### src/rtl/ohsm_seq.sv
// ohsm_seq: parametrised one-hot sequencer with step/auto (dwell-timed) advance, loop and abort.
// Optional one-hot integrity checker and sticky err flag enabled by defining OHSM_ONEHOT_CHECK_EN.
module ohsm_seq #(
   parameter int NUM_STATES = 8,
   parameter int DWELL_W    = 8,
   parameter int SG_W       = $clog2(NUM_STATES)
) (
   input  logic                  clk,
   input  logic                  reset,
   input  logic                  start,
   input  logic                  abort,
   input  logic                  auto_mode,
   input  logic                  loop_en,
   input  logic [DWELL_W-1:0]    dwell_cfg,
   output logic [NUM_STATES-1:0] state_oh,
   output logic [SG_W-1:0]       SGlobal,
   output logic                  busy,
   output logic                  done,
   output logic                  err
);

   localparam logic [NUM_STATES-1:0] S0_OH = {{(NUM_STATES-1){1'b0}}, 1'b1};
   localparam logic [NUM_STATES-1:0] S1_OH = {{(NUM_STATES-2){1'b0}}, 2'b10};

   logic [DWELL_W-1:0]    cnt_reg;
   logic [DWELL_W-1:0]    cnt_next;
   logic [NUM_STATES-1:0] oh_next;
   logic [SG_W-1:0]       sg_next;
   logic                  done_next;
   logic                  adv;

`ifdef OHSM_ONEHOT_CHECK_EN
   // Exactly one bit set: non-zero and clearing the lowest set bit leaves nothing.
   logic oh_ok;
   assign oh_ok = (state_oh != '0) && ((state_oh & (state_oh - 1'b1)) == '0);

   always_ff @(posedge clk or negedge reset) begin
      if (!reset) begin
         err <= 1'b0;
      end else if (!oh_ok) begin
         err <= 1'b1;
      end
   end
`else
   assign err = 1'b0;
`endif

   always_comb begin
      oh_next   = state_oh;
      cnt_next  = cnt_reg;
      done_next = 1'b0;
      adv       = 1'b0;
      if (abort) begin
         oh_next  = S0_OH;
         cnt_next = '0;
      end else if (state_oh[0]) begin
         if (start) begin
            oh_next  = S1_OH;
            cnt_next = dwell_cfg;
         end
      end else begin
         // Step mode leaves the counter frozen so a later switch to auto resumes it.
         if (auto_mode) begin
            if (cnt_reg == '0) begin
               adv = 1'b1;
            end else begin
               cnt_next = cnt_reg - 1'b1;
            end
         end else begin
            adv = start;
         end
         if (adv) begin
            if (state_oh[NUM_STATES-1]) begin
               if (loop_en) begin
                  oh_next  = S1_OH;
                  cnt_next = dwell_cfg;
               end else begin
                  oh_next   = S0_OH;
                  cnt_next  = '0;
                  done_next = 1'b1;
               end
            end else begin
               oh_next  = {state_oh[NUM_STATES-2:0], 1'b0};
               cnt_next = dwell_cfg;
            end
         end
      end
`ifdef OHSM_ONEHOT_CHECK_EN
      if (!oh_ok) begin
         oh_next   = S0_OH;
         cnt_next  = '0;
         done_next = 1'b0;
      end
`endif
   end

   // SGlobal is encoded from the next one-hot vector so both registers always agree.
   logic [SG_W-1:0][NUM_STATES-1:0] enc_terms;
   genvar gi, gk;
   generate
      for (gi = 0; gi < SG_W; gi++) begin : g_enc_bit
         for (gk = 0; gk < NUM_STATES; gk++) begin : g_enc_term
            if (((gk >> gi) & 1) == 1) begin : g_on
               assign enc_terms[gi][gk] = oh_next[gk];
            end else begin : g_off
               assign enc_terms[gi][gk] = 1'b0;
            end
         end
         assign sg_next[gi] = |enc_terms[gi];
      end
   endgenerate

   always_ff @(posedge clk or negedge reset) begin
      if (!reset) begin
         state_oh <= S0_OH;
         SGlobal  <= '0;
         busy     <= 1'b0;
         done     <= 1'b0;
         cnt_reg  <= '0;
      end else begin
         state_oh <= oh_next;
         SGlobal  <= sg_next;
         busy     <= ~oh_next[0];
         done     <= done_next;
         cnt_reg  <= cnt_next;
      end
   end

endmodule

### config.mk
export PLATFORM = sky130hd
export DESIGN_NAME = ohsm_seq
export DESIGN_NICKNAME = d
export VERILOG_FILES = /design/src/rtl/ohsm_seq.sv
export SDC_FILE = /design/constraint.sdc
export NUM_CORES = 1
export LEC_CHECK = 0
export ABC_AREA = 1
export CAP_MARGIN = 20
export CORE_UTILIZATION = 50
export CTS_CLUSTER_SIZE = 16
export DETAILED_ROUTE_END_ITERATION = 7
export PLACE_DENSITY_LB_ADDON = 0.2
export SETUP_SLACK_MARGIN = 0.1
export SLEW_MARGIN = 15
export SYNTH_ARGS = -nofsm -noshare
export SYNTH_HDL_FRONTEND = slang
export SYNTH_SLANG_ARGS = --single-unit
### constraint.sdc
create_clock -name clk -period 1.8 [get_ports clk]
set_input_delay 0.45 -clock clk [delete_from_list [all_inputs] [get_ports clk]]
set_output_delay 0.45 -clock clk [all_outputs]
set_load 0.02 [all_outputs]
==> flow_summary.ini <==
[final_layout]
nets = 241
post-route-cell-area_um2 = 1830
diodes = 0
area_delta_synth_final_pct = 43.1
layout-drive-gt1-share_pct = 23.6

[grt]
antenna_found_initial = 0
grt_pass1_wl_mm = 5.58
grt_max_degree = 17
gr-usage-all-layers_pct = 28.6
grt_pass1_vias = 1206
grt_overflow_total = 0

[pwr]
p_leak_nw = 1.03
power.density_nw_per_um2 = 742
total_power_mw = 1.36
ir_worst_vdd_mv = 0.596

[timing]
period_share_pct = 95.2
fin_skew_ps = 4.65
drv_slew = 0
max_freq_ghz = 0.584
grt_setup_unrepaired = true
fin_crit_ps = 1710
hold_viol = 0
finalSetupViolations = 0

[yosys]
ys_warn_count = 0
synth_seq_cells = 21
yosysSeqAreaShare_pct = 41.2
yosys.area.top_type_share_pct = 39.2
postSynthNetCount = 194
syn_area_per_cell_um2 = 7.14
synth_top_cell_by_area = dfrtp_1
synth_cells = 179
synth.area.top_cells = dfrtp_1 (39%), nand2_1 (18%), nand3_1 (9.8%)
synth_cell_types = 27
netlist_area_um2 = 1280

[floorplanning]
io-pin-count = 28
rows = 17
initial_core_util_pct = 55.1
dieArea_um2 = 2760
core-area_um2 = 2320
die_w_um = 52.5
fp.dieH_um = 52.5

[clocking]
clk_pin_slew_ps = 120
cts_sinks = 21
cts_buffers = 3
cts.hold.buffers_added = 0
h-tree-depth = 1
cts_root_buf = clkbuf_4
clk-insertion-delay-late_ps = 320
clock_path_buffers = 2
cts_tree = yes

[setup_path]
required_ps = 2070
critPathArrivalTime_ps = 1990
crit_type = flip-flop to flip-flop
critPathCaptureType = flip-flop
crit_fanout = 8
cp-start-kind = flip-flop
timing.critical_path.from = cnt_reg[0]
crit-reg2reg-launch = cnt_reg[0]

[detailed_routing]
drcViolationCount = 0
drt_iter0_drc = 56
ant_nets = 0
routed_wl_mm = 3.85
dr_total_vias = 1415
dr.pass1.iters = 5
wl_per_cell_um = 15.2
vias_per_cell = 5.59

[job]
max-cap-violations = 0

[place]
portBuffers = 26
dp_hpwl_mm = 2.37
gp_congestion = 1.03
dpl_cell_area_um2 = 1630

[outcome]
outcome = finished, final reports clean

[hold_path]
hold_class = input port to asynchronous set/reset pin
==> through the flow <==
step / TNS, ps / instances / setup slack [ps] / hold WS [ps] / util, %
2_1_floorplan: 0 / 179 / 188 / 154 / -
3_3_place_gp: -2850 / 242 / -219 / 482 / 70.3
3_5_place_dp: -3470 / 242 / -256 / 498 / 70.3
4_1_cts: 0 / 250 / 105 / 391 / 73.8
5_1_grt: 0 / 253 / 16.8 / 368 / 78.8
6_report: 0 / 253 / 86.7 / 363 / 78.8
==> cells by family (layout without fill, tap and decap cells) <==
kind of cell             Yosys count  in the layout  synth area share, %
AND/OR/NAND/NOR                  100            100                 34.6
buffers and inverters             32             78                 11.1
flip-flops                        21             21                 41.2
AO/OA/AOI/OAI                     19             19                 8.42
XOR/XNOR                           5              5                 3.43
adder cells (fa/ha/maj)            1              1                0.979
other                              1              1                0.294
==> cell usage after synthesis <==
cell and count:
nor2_2 1, a21oi_1 2, nor3_1 1, dfrtp_1 20
nand2_4 1, xnor2_1 1, dfstp_2 1, o21ai_1 4
inv_1 27, xor2_1 4, a31oi_1 1, buf_4 1
or2_0 1, inv_2 1, nand2_2 1, o21ai_4 1
clkinv_1 1, buf_2 1, ha_1 1, buf_12 1
nand3_1 25, nand4_1 1, conb_1 1, nand2_8 1
nor2_1 7, o21ai_0 11, nand2_1 61
==> power by group <==
group	switching [mW]	total, mW	leakage [nW]	internal, mW
logic	0.317	0.557	0.744	0.241
clock network	0.154	0.241	0.0150	0.0869
registers	0.0400	0.559	0.267	0.519
==> layout by cell type, fill, tap and decap left out, drive strengths merged <==
| cell type | netlist | final |
|---|---|---|
| a21oi | 2 | 2 |
| a31oi | 1 | 1 |
| buf | 3 | 19 |
| clkbuf | 0 | 4 |
| clkdlybuf4s15 | 0 | 1 |
| clkdlybuf4s50 | 0 | 13 |
| clkinv | 1 | 1 |
| conb | 1 | 1 |
| dfrtp | 20 | 20 |
| dfstp | 1 | 1 |
| dlygate4sd2 | 0 | 10 |
| dlymetal6s2s | 0 | 2 |
| ha | 1 | 1 |
| inv | 28 | 28 |
| nand2 | 64 | 64 |
| nand3 | 25 | 25 |
| nand4 | 1 | 1 |
| nor2 | 8 | 8 |
| nor3 | 1 | 1 |
| o21ai | 16 | 16 |
| or2 | 1 | 1 |
| xnor2 | 1 | 1 |
| xor2 | 4 | 4 |
==> worst max-delay path, stage by stage, from the launching register on <==
cell and delay (ps):
dfrtp_1 420, inv_2 90, ha_4 150, nand2_4 50, o21ai_4 170, buf_12 150
nand2_8 80, nand2_1 90, nand2_1 50, nand2_1 70, nand3_1 120, buf_4 170
inv_1 50
==> cell type report <==
| class | instances | area (µm²) |
|---|---|---|
| multi-input cells | 126 | 704 |
| flip-flops and latches | 21 | 531 |
| fillers | 142 | 490 |
| repair buffers | 45 | 423 |
| inverters | 29 | 109 |
| well taps | 28 | 35.0 |
| clock buffers | 4 | 26.3 |
==> per-layer routing <==
layer / vias to the layer above / track usage (%) / wire [µm]
li1: 646 / - / -
met1: 668 / 37.5 / 1520
met2: 82 / 46.4 / 1830
met3: 19 / 6.96 / 354
met4: 0 / 8.33 / 153
met5: - / 0 / 0
==> path summary, 6_finish.rpt <==
path | end | slack (ps) | depth (start not counted)
min in group clk | cnt_reg[5] | 550 | 2
hold / removal | state_oh[4] | 360 | 1
setup / recovery | state_oh[5] | 90 | 12
max in group asynchronous | cnt_reg[4] | 900 | 2
hold reg to reg | cnt_reg[5] | 550 | 2
setup reg to reg | state_oh[5] | 90 | 12
==> repair_timing <==
item,4_1_cts,5_1_grt
gates resized for setup,22,27
setup endpoints to repair,20,22
gates cloned,0,0
buffers inserted,4,3
pin swaps,3,12
Power figures use the tool's default switching activity.
==> patch, RTL diff (config.mk and constraints unchanged) <==
Change the parameter `NUM_STATES` from 8 to 16.
--- a/src/rtl/ohsm_seq.sv
+++ b/src/rtl/ohsm_seq.sv
@@ -2,5 +2,5 @@
 // Optional one-hot integrity checker and sticky err flag enabled by defining OHSM_ONEHOT_CHECK_EN.
 module ohsm_seq #(
-   parameter int NUM_STATES = 8,
+   parameter int NUM_STATES = 16,
    parameter int DWELL_W    = 8,
    parameter int SG_W       = $clog2(NUM_STATES)
Interface: changed (resized SGlobal and state_oh); port bits go from 28 to 37. No check against the original RTL was run, so the function may have changed too.
==> patch against the original RTL <==
  * The run now ends with setup timing left
  * Total power increased by 66%
  * Sequential cell count increased by 9
  * First-iteration DRC count increased to 4.5 times the old value
  * Final area increased by 59%
  * Count of clock-buffer cells in the layout increased by 3
  * Wire length increased by 57%
  * Sequential power increased by 40%
  * Worst setup slack got worse by 0.15 ns
  * Sequential share of layout area decreased by 3.1 points
  * Area after synthesis increased by 47%
  * Via count increased by 52%
==> patch: results (changes against the original RTL) <==
Pwr
  • Switching Fraction: 36.0% (-1.7 points)
  • P_leak: 1.59 nW (+55%)
  • VDD IR max: 0.000489 V (-18%)

Clocking
  • Root Driver: clkbuf_8
  • Clock Latency Late Sink: 0.29 ns (-0.03 ns)
  • Post-CTS sizing: 50 (+130%)
  • Clk slew on worst S/H paths: 0.07 ns (-0.05 ns)
  • H-tree depth: 2 (+1)
  • CTS Buf Count: 5 (+2)

STA
  • Clk_skew: 0.00767 ns (+0.00301 ns)
  • # setup viols final: 2 (+2)
  • Slack of the critical path: -0.0649 ns (-0.152 ns)
  • Setup_tns: -0.0885 ns (-0.0885 ns)

GRT
  • GR Layer Usage met3: 7.97% (+1.0 points)
  • Number of global-route vias before repair: 2,057 (+71%)
  • Tot GR Track Use: 30.4% (+1.9 points)
  • First-pass GRT wire length: 9380 um (+68%)
  • Pin count of the biggest net entering global routing: 31 (+14)
  • Met1 global-route usage: 38.7% (+1.3 points)

Logic synthesis
  • Adder-cell share of the synthesized area: 0.665% (-0.31 points)
  • Syn nets: 287 (+48%)
  • Sequential fraction of the synthesis area: 40.0% (-1.3 points)
  • Library cells used by synthesis: 29 (+7.4%)
  • Post-synthesis compound-gate area fraction: 9.11% (+0.69 points)
  • Top cells by area, synth: dfrtp_1, nand2_1, nand3_1, inv_1, o21ai_0
  • Most frequent cells after synthesis: nand2_1, nand3_1, inv_1

Place
  • DP Area: 0.00251 mm^2 (+54%)
  • Placed cell count: 378 (+56%)
  • Hpwl dp: 3420 um (+45%)
  • PortBufs: 35 (+35%)
  • GPL Wtd Cong: 0.858 (-16%)
  • DP Worst Slack: -0.348 ns (-0.0921 ns)

Routing
  • Vias/cell: 5.43 (-2.9%)
  • Post-Route M1 WL: 2440 um (+61%)
  • DR pass1 iterations: 4 (-1)
  • WL final: 6040 um (+57%)
  • 1st-iter DRT viols: 250 (+350%)
  • DR WL met2: 2910 um (+59%)
  • Metal3 WL: 539 um (+52%)

Critical path
  • Crit path max fanout: 6 (-2)
  • Critical Path AT: 2.04 ns (+0.05 ns)
  • R2r endpoint: SGlobal[0]$_DFF_PN0_
  • Reg2reg path depth: 13 (+1)
  • Max stage delay on crit path: 0.38 ns (-0.04 ns)
  • Crit-path leading delay family: simple AND/OR/NAND/NOR gates

Finish
  • Fraction of layout cells with a size suffix above 1: 27.9% (+4.4 points)
  • Final cell count without fillers: 397 (+57%)
  • # fillers: 226 (+59%)
  • Sequential Area: 752 um^2 (+42%)

Outcome
  • Violated checks: setup timing
  • Status: finished, violations left
[patch: kinds of logic (layout without fill, tap and decap cells)]
kind of cell,count (synthesis),count (layout)
simple gates,152,153
buf+inv,52,130
compound gates,31,31
flops,30,30
xor+xnor,5,5
fa+ha+maj,1,1
other cells,1,1
[patch: power by group through the flow]
stage / clock (W) / combinational, W / sequential, W
finish: 0.000557 / 0.000916 / 0.000785
global route: 0.000600 / 0.000989 / 0.000791
CTS: 0.000572 / 0.000824 / 0.000781
detailed placement: 0 / 0.000744 / 0.000793
global placement: 0 / 0.000729 / 0.000793
floorplan: 0 / 0.000383 / 0.000848
[patch: area by class of cell]
cell class / instances / share of cell area [%]
inverter: 41 / 5.30
sequential: 30 / 25.9
clock buffer: 7 / 2.97
multi-input combinational: 191 / 37.2
timing repair buffer: 81 / 26.5
tap: 46 / 1.98
clock inverter: 1 / 0.172
